**src/rtl/tx_pkg.sv**
```systemverilog
// Shared definitions for the serial frame transmitter and its receiver counterpart:
// state encoding, default delimiter and the CRC-8 polynomial with its bit-serial step.
package tx_pkg;

    typedef enum logic [2:0] {
        ST_IDLE,
        ST_SFD,
        ST_DATA,
        ST_CRC,
        ST_GAP
    } tx_state_t;

    localparam logic [7:0] SFD_DEFAULT = 8'hD5;
    localparam logic [7:0] CRC8_POLY   = 8'h07;

    // One bit of CRC-8 (x^8+x^2+x+1), bits fed in line order
    function automatic logic [7:0] crc8_step(input logic [7:0] crc, input logic bit_in);
        logic fb;
        fb = crc[7] ^ bit_in;
        return {crc[6:0], 1'b0} ^ (fb ? CRC8_POLY : 8'h00);
    endfunction

endpackage

```
**src/rtl/bit_timer.sv**
```systemverilog
// Bit-period prescaler: bit_tick is high in the last clock of every CLKS_PER_BIT-clock period
// while run is high; the period restarts whenever run is low.
module bit_timer #(
    parameter int unsigned CLKS_PER_BIT = 1
) (
    input  logic clk,
    input  logic reset,
    input  logic run,
    output logic bit_tick
);

    localparam int unsigned CNT_W = (CLKS_PER_BIT > 1) ? $clog2(CLKS_PER_BIT) : 1;

    logic [CNT_W-1:0] cnt;

    assign bit_tick = run && (cnt == CNT_W'(CLKS_PER_BIT - 1));

    always_ff @(posedge clk or posedge reset) begin
        if (reset) begin
            cnt <= '0;
        end else if (!run || bit_tick) begin
            cnt <= '0;
        end else begin
            cnt <= cnt + CNT_W'(1);
        end
    end

endmodule

```
**src/rtl/frame_transmitter.sv**
```systemverilog
// Serial frame transmitter: SFD, then tr_len payload words pulled over valid/ready, LSB first,
// then an inter-frame gap. Define TX_CRC8_EN to append a CRC-8 (MSB first) after the payload.
module frame_transmitter
    import tx_pkg::*;
#(
    parameter int unsigned DATA_W       = 8,
    parameter int unsigned MAX_WORDS    = 16,
    parameter int unsigned SFD_LEN      = 8,
    parameter logic [SFD_LEN-1:0] SFD   = SFD_LEN'(SFD_DEFAULT),
    parameter int unsigned CLKS_PER_BIT = 1,
    parameter int unsigned IFG_BITS     = 4,
    parameter int unsigned LEN_W        = $clog2(MAX_WORDS + 1)
) (
    input  logic              clk,
    input  logic              reset,
    input  logic              tr_start,
    input  logic [LEN_W-1:0]  tr_len,
    input  logic [DATA_W-1:0] din,
    input  logic              din_valid,
    output logic              din_ready,
    output logic              tx,
    output logic              tx_en,
    output logic              tr_free,
    output logic              tr_done,
    output logic              tr_err
);

    localparam int unsigned MAX_A = (SFD_LEN > DATA_W) ? SFD_LEN : DATA_W;
    localparam int unsigned MAX_B = (MAX_A > IFG_BITS) ? MAX_A : IFG_BITS;
    localparam int unsigned MAX_C = (MAX_B > 8) ? MAX_B : 8;
    localparam int unsigned CNT_W = $clog2(MAX_C);

    tx_state_t         state, state_n;
    logic              tx_n, tx_en_n, tr_free_n, tr_done_n, tr_err_n;
    logic [CNT_W-1:0]  bit_cnt, bit_cnt_n;
    logic [LEN_W-1:0]  words_left, words_n;
    logic [DATA_W-1:0] shreg, shreg_n;
    logic [SFD_LEN-1:0] sfd_sh;
    logic              bit_tick;
    logic              len_ok;
    logic              sfd_last, data_last, last_word;
`ifdef TX_CRC8_EN
    logic [7:0]        crc, crc_n, crc_upd;
`endif

    bit_timer #(
        .CLKS_PER_BIT(CLKS_PER_BIT)
    ) u_bit_timer (
        .clk     (clk),
        .reset   (reset),
        .run     (state != ST_IDLE),
        .bit_tick(bit_tick)
    );

    assign len_ok    = (tr_len != '0) && (tr_len <= LEN_W'(MAX_WORDS));
    assign sfd_last  = (bit_cnt == CNT_W'(SFD_LEN - 1));
    assign data_last = (bit_cnt == CNT_W'(DATA_W - 1));
    assign last_word = (words_left == LEN_W'(1));

    // Load point: final clock of the SFD or of a payload word that is not the last one
    assign din_ready = bit_tick &&
                       (((state == ST_SFD) && sfd_last) ||
                        ((state == ST_DATA) && data_last && !last_word));

    // Next-state and next-output logic
    always_comb begin
        state_n   = state;
        tx_n      = tx;
        tx_en_n   = tx_en;
        tr_free_n = tr_free;
        tr_done_n = 1'b0;
        tr_err_n  = 1'b0;
        bit_cnt_n = bit_cnt;
        words_n   = words_left;
        shreg_n   = shreg;
        sfd_sh    = SFD >> (bit_cnt + CNT_W'(1));
`ifdef TX_CRC8_EN
        crc_n     = crc;
        crc_upd   = crc8_step(crc, tx);
`endif

        case (state)
            ST_IDLE: begin
                if (tr_start) begin
                    if (len_ok) begin
                        state_n   = ST_SFD;
                        tx_n      = SFD[0];
                        tx_en_n   = 1'b1;
                        tr_free_n = 1'b0;
                        bit_cnt_n = '0;
                        words_n   = tr_len;
`ifdef TX_CRC8_EN
                        crc_n     = 8'h00;
`endif
                    end else begin
                        tr_err_n = 1'b1;
                    end
                end
            end
            ST_SFD: begin
                if (bit_tick && !sfd_last) begin
                    tx_n      = sfd_sh[0];
                    bit_cnt_n = bit_cnt + CNT_W'(1);
                end
            end
            ST_DATA: begin
                if (bit_tick) begin
`ifdef TX_CRC8_EN
                    crc_n = crc_upd;
`endif
                    if (!data_last) begin
                        shreg_n   = shreg >> 1;
                        tx_n      = shreg[1];
                        bit_cnt_n = bit_cnt + CNT_W'(1);
                    end else if (last_word) begin
                        bit_cnt_n = '0;
`ifdef TX_CRC8_EN
                        state_n   = ST_CRC;
                        tx_n      = crc_upd[7];
`else
                        state_n   = ST_GAP;
                        tx_n      = 1'b0;
                        tx_en_n   = 1'b0;
                        tr_done_n = 1'b1;
`endif
                    end else begin
                        words_n = words_left - LEN_W'(1);
                    end
                end
            end
`ifdef TX_CRC8_EN
            ST_CRC: begin
                if (bit_tick) begin
                    if (bit_cnt == CNT_W'(7)) begin
                        state_n   = ST_GAP;
                        tx_n      = 1'b0;
                        tx_en_n   = 1'b0;
                        tr_done_n = 1'b1;
                        bit_cnt_n = '0;
                    end else begin
                        crc_n     = {crc[6:0], 1'b0};
                        tx_n      = crc[6];
                        bit_cnt_n = bit_cnt + CNT_W'(1);
                    end
                end
            end
`endif
            ST_GAP: begin
                tx_n    = 1'b0;
                tx_en_n = 1'b0;
                if (bit_tick) begin
                    if (bit_cnt == CNT_W'(IFG_BITS - 1)) begin
                        state_n   = ST_IDLE;
                        tr_free_n = 1'b1;
                        bit_cnt_n = '0;
                    end else begin
                        bit_cnt_n = bit_cnt + CNT_W'(1);
                    end
                end
            end
            default: begin
                state_n   = ST_IDLE;
                tx_n      = 1'b0;
                tx_en_n   = 1'b0;
                tr_free_n = 1'b1;
                bit_cnt_n = '0;
            end
        endcase

        // Word handover: capture the next word, or abort the frame on underrun
        if (din_ready) begin
            bit_cnt_n = '0;
            if (din_valid) begin
                state_n = ST_DATA;
                shreg_n = din;
                tx_n    = din[0];
            end else begin
                state_n  = ST_GAP;
                tx_n     = 1'b0;
                tx_en_n  = 1'b0;
                tr_err_n = 1'b1;
            end
        end
    end

    always_ff @(posedge clk or posedge reset) begin
        if (reset) begin
            state      <= ST_IDLE;
            tx         <= 1'b0;
            tx_en      <= 1'b0;
            tr_free    <= 1'b1;
            tr_done    <= 1'b0;
            tr_err     <= 1'b0;
            bit_cnt    <= '0;
            words_left <= '0;
            shreg      <= '0;
        end else begin
            state      <= state_n;
            tx         <= tx_n;
            tx_en      <= tx_en_n;
            tr_free    <= tr_free_n;
            tr_done    <= tr_done_n;
            tr_err     <= tr_err_n;
            bit_cnt    <= bit_cnt_n;
            words_left <= words_n;
            shreg      <= shreg_n;
        end
    end

`ifdef TX_CRC8_EN
    always_ff @(posedge clk or posedge reset) begin
        if (reset) begin
            crc <= 8'h00;
        end else begin
            crc <= crc_n;
        end
    end
`endif

endmodule

```
**config.mk**
```make
export PLATFORM = sky130hd
export DESIGN_NAME = frame_transmitter
export DESIGN_NICKNAME = d
export VERILOG_FILES = /design/src/rtl/tx_pkg.sv /design/src/rtl/bit_timer.sv /design/src/rtl/frame_transmitter.sv
export SDC_FILE = /design/constraint.sdc
export NUM_CORES = 1
export LEC_CHECK = 0
export CORE_MARGIN = 5
export CORE_UTILIZATION = 55
export CTS_CLUSTER_SIZE = 10
export DETAILED_ROUTE_END_ITERATION = 8
export PLACE_DENSITY_LB_ADDON = 0.2
export SETUP_SLACK_MARGIN = 0.4
export SLEW_MARGIN = 20
export SYNTH_ARGS = -nofsm -noshare
export SYNTH_HDL_FRONTEND = slang
export SYNTH_SLANG_ARGS = --single-unit
```
**constraint.sdc**
```tcl
create_clock -name clk -period 6.06 [get_ports clk]
set_input_delay 1.212 -clock clk [delete_from_list [all_inputs] [get_ports clk]]
set_output_delay 1.212 -clock clk [all_outputs]
set_load 0.1 [all_outputs]
```
==> impl_summary.txt <==
----------------------------------------------------
[Cells and area]
  Ant. Diodes ... 0
  Total Nets Final ... roughly 230
  Area growth from synthesis to final layout ... 13.6%
  Share of final-layout standard cells stronger than drive strength 1 ... 0.125
  Count of non-filler cells in the finished layout ... 233
  Count of fill cells added during filler insertion ... 262
  Post-layout util ... 0.643

[Synthesis]
  Total of warnings raised by yosys ... 0
  Primary FF master, synth ... sky130_fd_sc_hd__dfrtp_1
  Async SR Flop Fraction ... 1.00
  Yosys reg bits ... 24
  Number of cells produced by synthesis ... around 190
  Synthesized area per cell ... a little over 9 µm²
  Post-Synthesis Net Count ... about 210
  Unique cell type count in the Yosys netlist ... 57
  Mapped cell area ... roughly 1700 µm²
  Post-synth EDFFs ... 0
  Sequential area share after synthesis ... 0.354
  Share of the synthesized area in the top cell type ... 0.339
  Cell types occupying the most area after synthesis ... sky130_fd_sc_hd__dfrtp_1 34%, sky130_fd_sc_hd__ha_1 5.2%, sky130_fd_sc_hd__mux2i_1 4.7%
  Library cell occupying the most area in the post-synthesis netlist ... sky130_fd_sc_hd__dfrtp_1

[Floorplan]
  Full die area ... about 4300 µm²
  Ports ... 23
  Initial Util ... 0.566
  Vertical extent of the die ... 65.6 µm
  Number of placement rows ... 20
  Core outline area ... 3000 µm²
  Floorplan die width ... ~66 µm

[Power]
  Static power due to leakage ... a little over 0.8 nW
  Power density over cell area ... between 400 and 500 nW/µm²
  Peak ir drop on the vdd network ... 0.000271 V
  Total design power ... approximately 0.81 mW

[Clocking]
  Clock tree from TritonCTS ... built
  Clock Pin Slew Worst Setup and Hold Paths ... 140 ps
  Number of hold buffers added after cts ... 0
  Number of H-tree levels ... 1
  Number of clock buffers inserted by TritonCTS ... 3
  Post-CTS setup-driven buffer insertion count ... 0
  Number of gates resized after CTS ... 0
  Longest Clk Path Bufs ... 2
  Skew-Pair Late Insertion Delay ... 320 ps
  TritonCTS Sinks ... 24
  Clock tree root driver cell ... sky130_fd_sc_hd__clkbuf_4

[Placement]
  Count of buffers from port buffering ... 22
  Number of cells after detailed placement ... approximately 230
  Weighted congestion at the end of routability-driven global placement ... ~0.84
  Worst setup slack before clock tree synthesis ... between 2000 and 2500 ps
  DP HPWL ... approximately 2700 µm

[Worst setup path]
  Flop-to-flop setup slack ... about 3500 ps
  Crit path required time ... about 4900 ps
  Worst-path fanout max ... 22
  Worst r2r src ... bit_cnt[0]$_DFFE_PP0P_
  Worst R2R End ... state[1]$_DFFE_PP0P_
  Worst reg-to-reg path cell count ... 7
  Capturing element type of the critical path ... output pin
  Startpoint kind of the worst setup timing path ... register
  Critical path type ... register to output pin
  Data arrival time at the worst-slack endpoint ... 3000 ps

[Detailed routing]
  Antenna-violating nets left ... 0
  Average vias per placed instance ... ~6
  Detailed Route Iter0 Violations ... 58
  Mean routed wirelength per cell ... around 15 µm
  Vias post-DR ... about 1400
  Number of remaining DRC errors ... 0
  Total detailed-routing wirelength ... about 3600 µm
  TritonRoute pass-1 iters ... 4

[Timing]
  Clock tree skew after final layout ... 6.74 ps
  Slack of the critical path ... between 1500 and 2000 ps
  Max Freq ... 238 MHz
  Number of endpoints with negative hold slack in the final report ... 0
  Final setup violating endpoints ... 0
  Final period utilization ... 0.695
  Number of max-slew violations in the final report ... 0
  Max_slew headroom ... 0.344
  Min Tclk post-route ... 4210 ps
  Setup tns final ... 0 ps
  RSZ-0062 raised after global routing ... no
  Actual transition at the worst max-transition pin ... 982 ps

[Global route]
  Via count of the first global-routing pass ... between 1000 and 1500
  First-pass GRT wire length ... about 6600 µm
  Overall global routing resource usage ... 0.193
  Pin count of the biggest net entering global routing ... 25
  Total global routing overflow ... 0
  Number of antenna violations at the first check in global routing ... 0

[Run]
  Maximum Capacitance Violations ... 0

[Hold path]
  Hold_sp ... shreg[7]$_DFF_PP0_
  Kind of path behind the tightest hold check ... register to register
  Cell depth of the worst min-delay path ... 2
  Hold Path End ... shreg[7]$_DFF_PP0_

[Outcome]
  Status ... finished clean

----------------------------------------------------
## Yosys cell counts (2+ instances only)
| cell | count |
|---|---|
| sky130_fd_sc_hd__inv_1 | 14 |
| sky130_fd_sc_hd__buf_2 | 5 |
| sky130_fd_sc_hd__buf_6 | 2 |
| sky130_fd_sc_hd__nor2b_1 | 4 |
| sky130_fd_sc_hd__nor3_1 | 6 |
| sky130_fd_sc_hd__buf_1 | 2 |
| sky130_fd_sc_hd__a22o_1 | 2 |
| sky130_fd_sc_hd__nor3b_1 | 3 |
| sky130_fd_sc_hd__o21ai_0 | 8 |
| sky130_fd_sc_hd__nand2_1 | 13 |
| sky130_fd_sc_hd__mux2i_1 | 8 |
| sky130_fd_sc_hd__a211oi_1 | 3 |
| sky130_fd_sc_hd__a21oi_1 | 14 |
| sky130_fd_sc_hd__a21oi_2 | 3 |
| sky130_fd_sc_hd__nand3_1 | 4 |
| sky130_fd_sc_hd__ha_1 | 7 |
| sky130_fd_sc_hd__nor2_2 | 3 |
| sky130_fd_sc_hd__nor2_1 | 14 |
| sky130_fd_sc_hd__o2bb2ai_1 | 4 |
| sky130_fd_sc_hd__nand2b_1 | 4 |
| sky130_fd_sc_hd__mux2_2 | 2 |
| sky130_fd_sc_hd__dfrtp_1 | 23 |
| sky130_fd_sc_hd__o211ai_1 | 3 |
## flip-flops by register name (all words and copies together), names as in the netlist
signal / flops
tr_free: 1
u_bit_timer.cnt: 1
tr_done: 1
tx: 1
words_left: 5
tx_en: 1
tr_err: 1
state: 3
shreg: 7
bit_cnt: 3
## cells by family after synthesis
logic type               after synthesis  synth area share
buffers and inverters                 25            0.0795
AND/OR/NAND/NOR                       63             0.213
flip-flops                            24             0.354
adder cells (fa/ha/maj)                7            0.0515
other                                  1           0.00221
XOR/XNOR                               2            0.0103
multiplexers                          11            0.0692
AO/OA/AOI/OAI                         52             0.220
## where the power goes
group | total (mW) | internal [mW] | leakage (nW) | switching (mW)
Combinational | 0.408 | 0.167 | 0.513 | 0.242
Clock | 0.116 | 0.0668 | 0.0279 | 0.0496
Sequential | 0.286 | 0.224 | 0.287 | 0.0618
## how the worst max path moves through the flow
stage | startpoint | to | slack [ps]
6_report | state[1]$_DFFE_PP0P_ | din_ready | 1850
2_1_floorplan | words_left[0]$_DFFE_PP0P_ | din_ready | 2640
3_5_place_dp | state[1]$_DFFE_PP0P_ | din_ready | 2210
3_3_place_gp | state[1]$_DFFE_PP0P_ | din_ready | 2270
4_1_cts | state[1]$_DFFE_PP0P_ | din_ready | 1840
5_1_grt | state[1]$_DFFE_PP0P_ | din_ready | 1690
## layout make-up
cell class	count	area [µm²]	share of cell area
tap	33	41.3	0.0214
sequential	24	602	0.312
clock buffer	3	22.5	0.0117
timing repair buffer	22	220	0.114
multi-input combinational	136	962	0.498
inverter	14	52.6	0.0272
clock inverter	1	30.0	0.0156
## placed cells by master, fill, tap and decap left out, drive strengths merged, types with 2 or more instances in the layout
cell and n:
dfrtp 23, clkdlybuf4s50 22, a21oi 18, nor2 17, inv 14, nand2 14
o21ai 9, mux2i 8, ha 7, nor3 7, nor2b 4, nand2b 4
nand3 4, o2bb2ai 4, a211oi 3, nor3b 3, o211ai 3, clkbuf 3
mux2 3, a22o 2, and2b 2, a32o 2, o31ai 2
## critical path, cell delays in order (launching register included)
cell                              delay, ps
sky130_fd_sc_hd__dfrtp_1                750
sky130_fd_sc_hd__and2b_2                320
sky130_fd_sc_hd__a21oi_4                 70
sky130_fd_sc_hd__nor3_2                 320
sky130_fd_sc_hd__clkdlybuf4s50_1       1220
## layer usage
metal / wire [µm] / global-route usage / up-vias
li1: - / - / 691
met1: 1650 / 0.262 / 675
met2: 1750 / 0.310 / 30
met3: 152 / 0.0325 / 6
met4: 46 / 0.0674 / 0
met5: 0 / 0 / -
## per-stage QoR
stage	instance area, µm²	hold WS, ps
3_5_place_dp	1880	490
4_1_cts	1930	522
3_3_place_gp	1880	485
6_report	1930	517
2_1_floorplan	1700	467
5_1_grt	1930	564
Power figures use the tool's default switching activity.
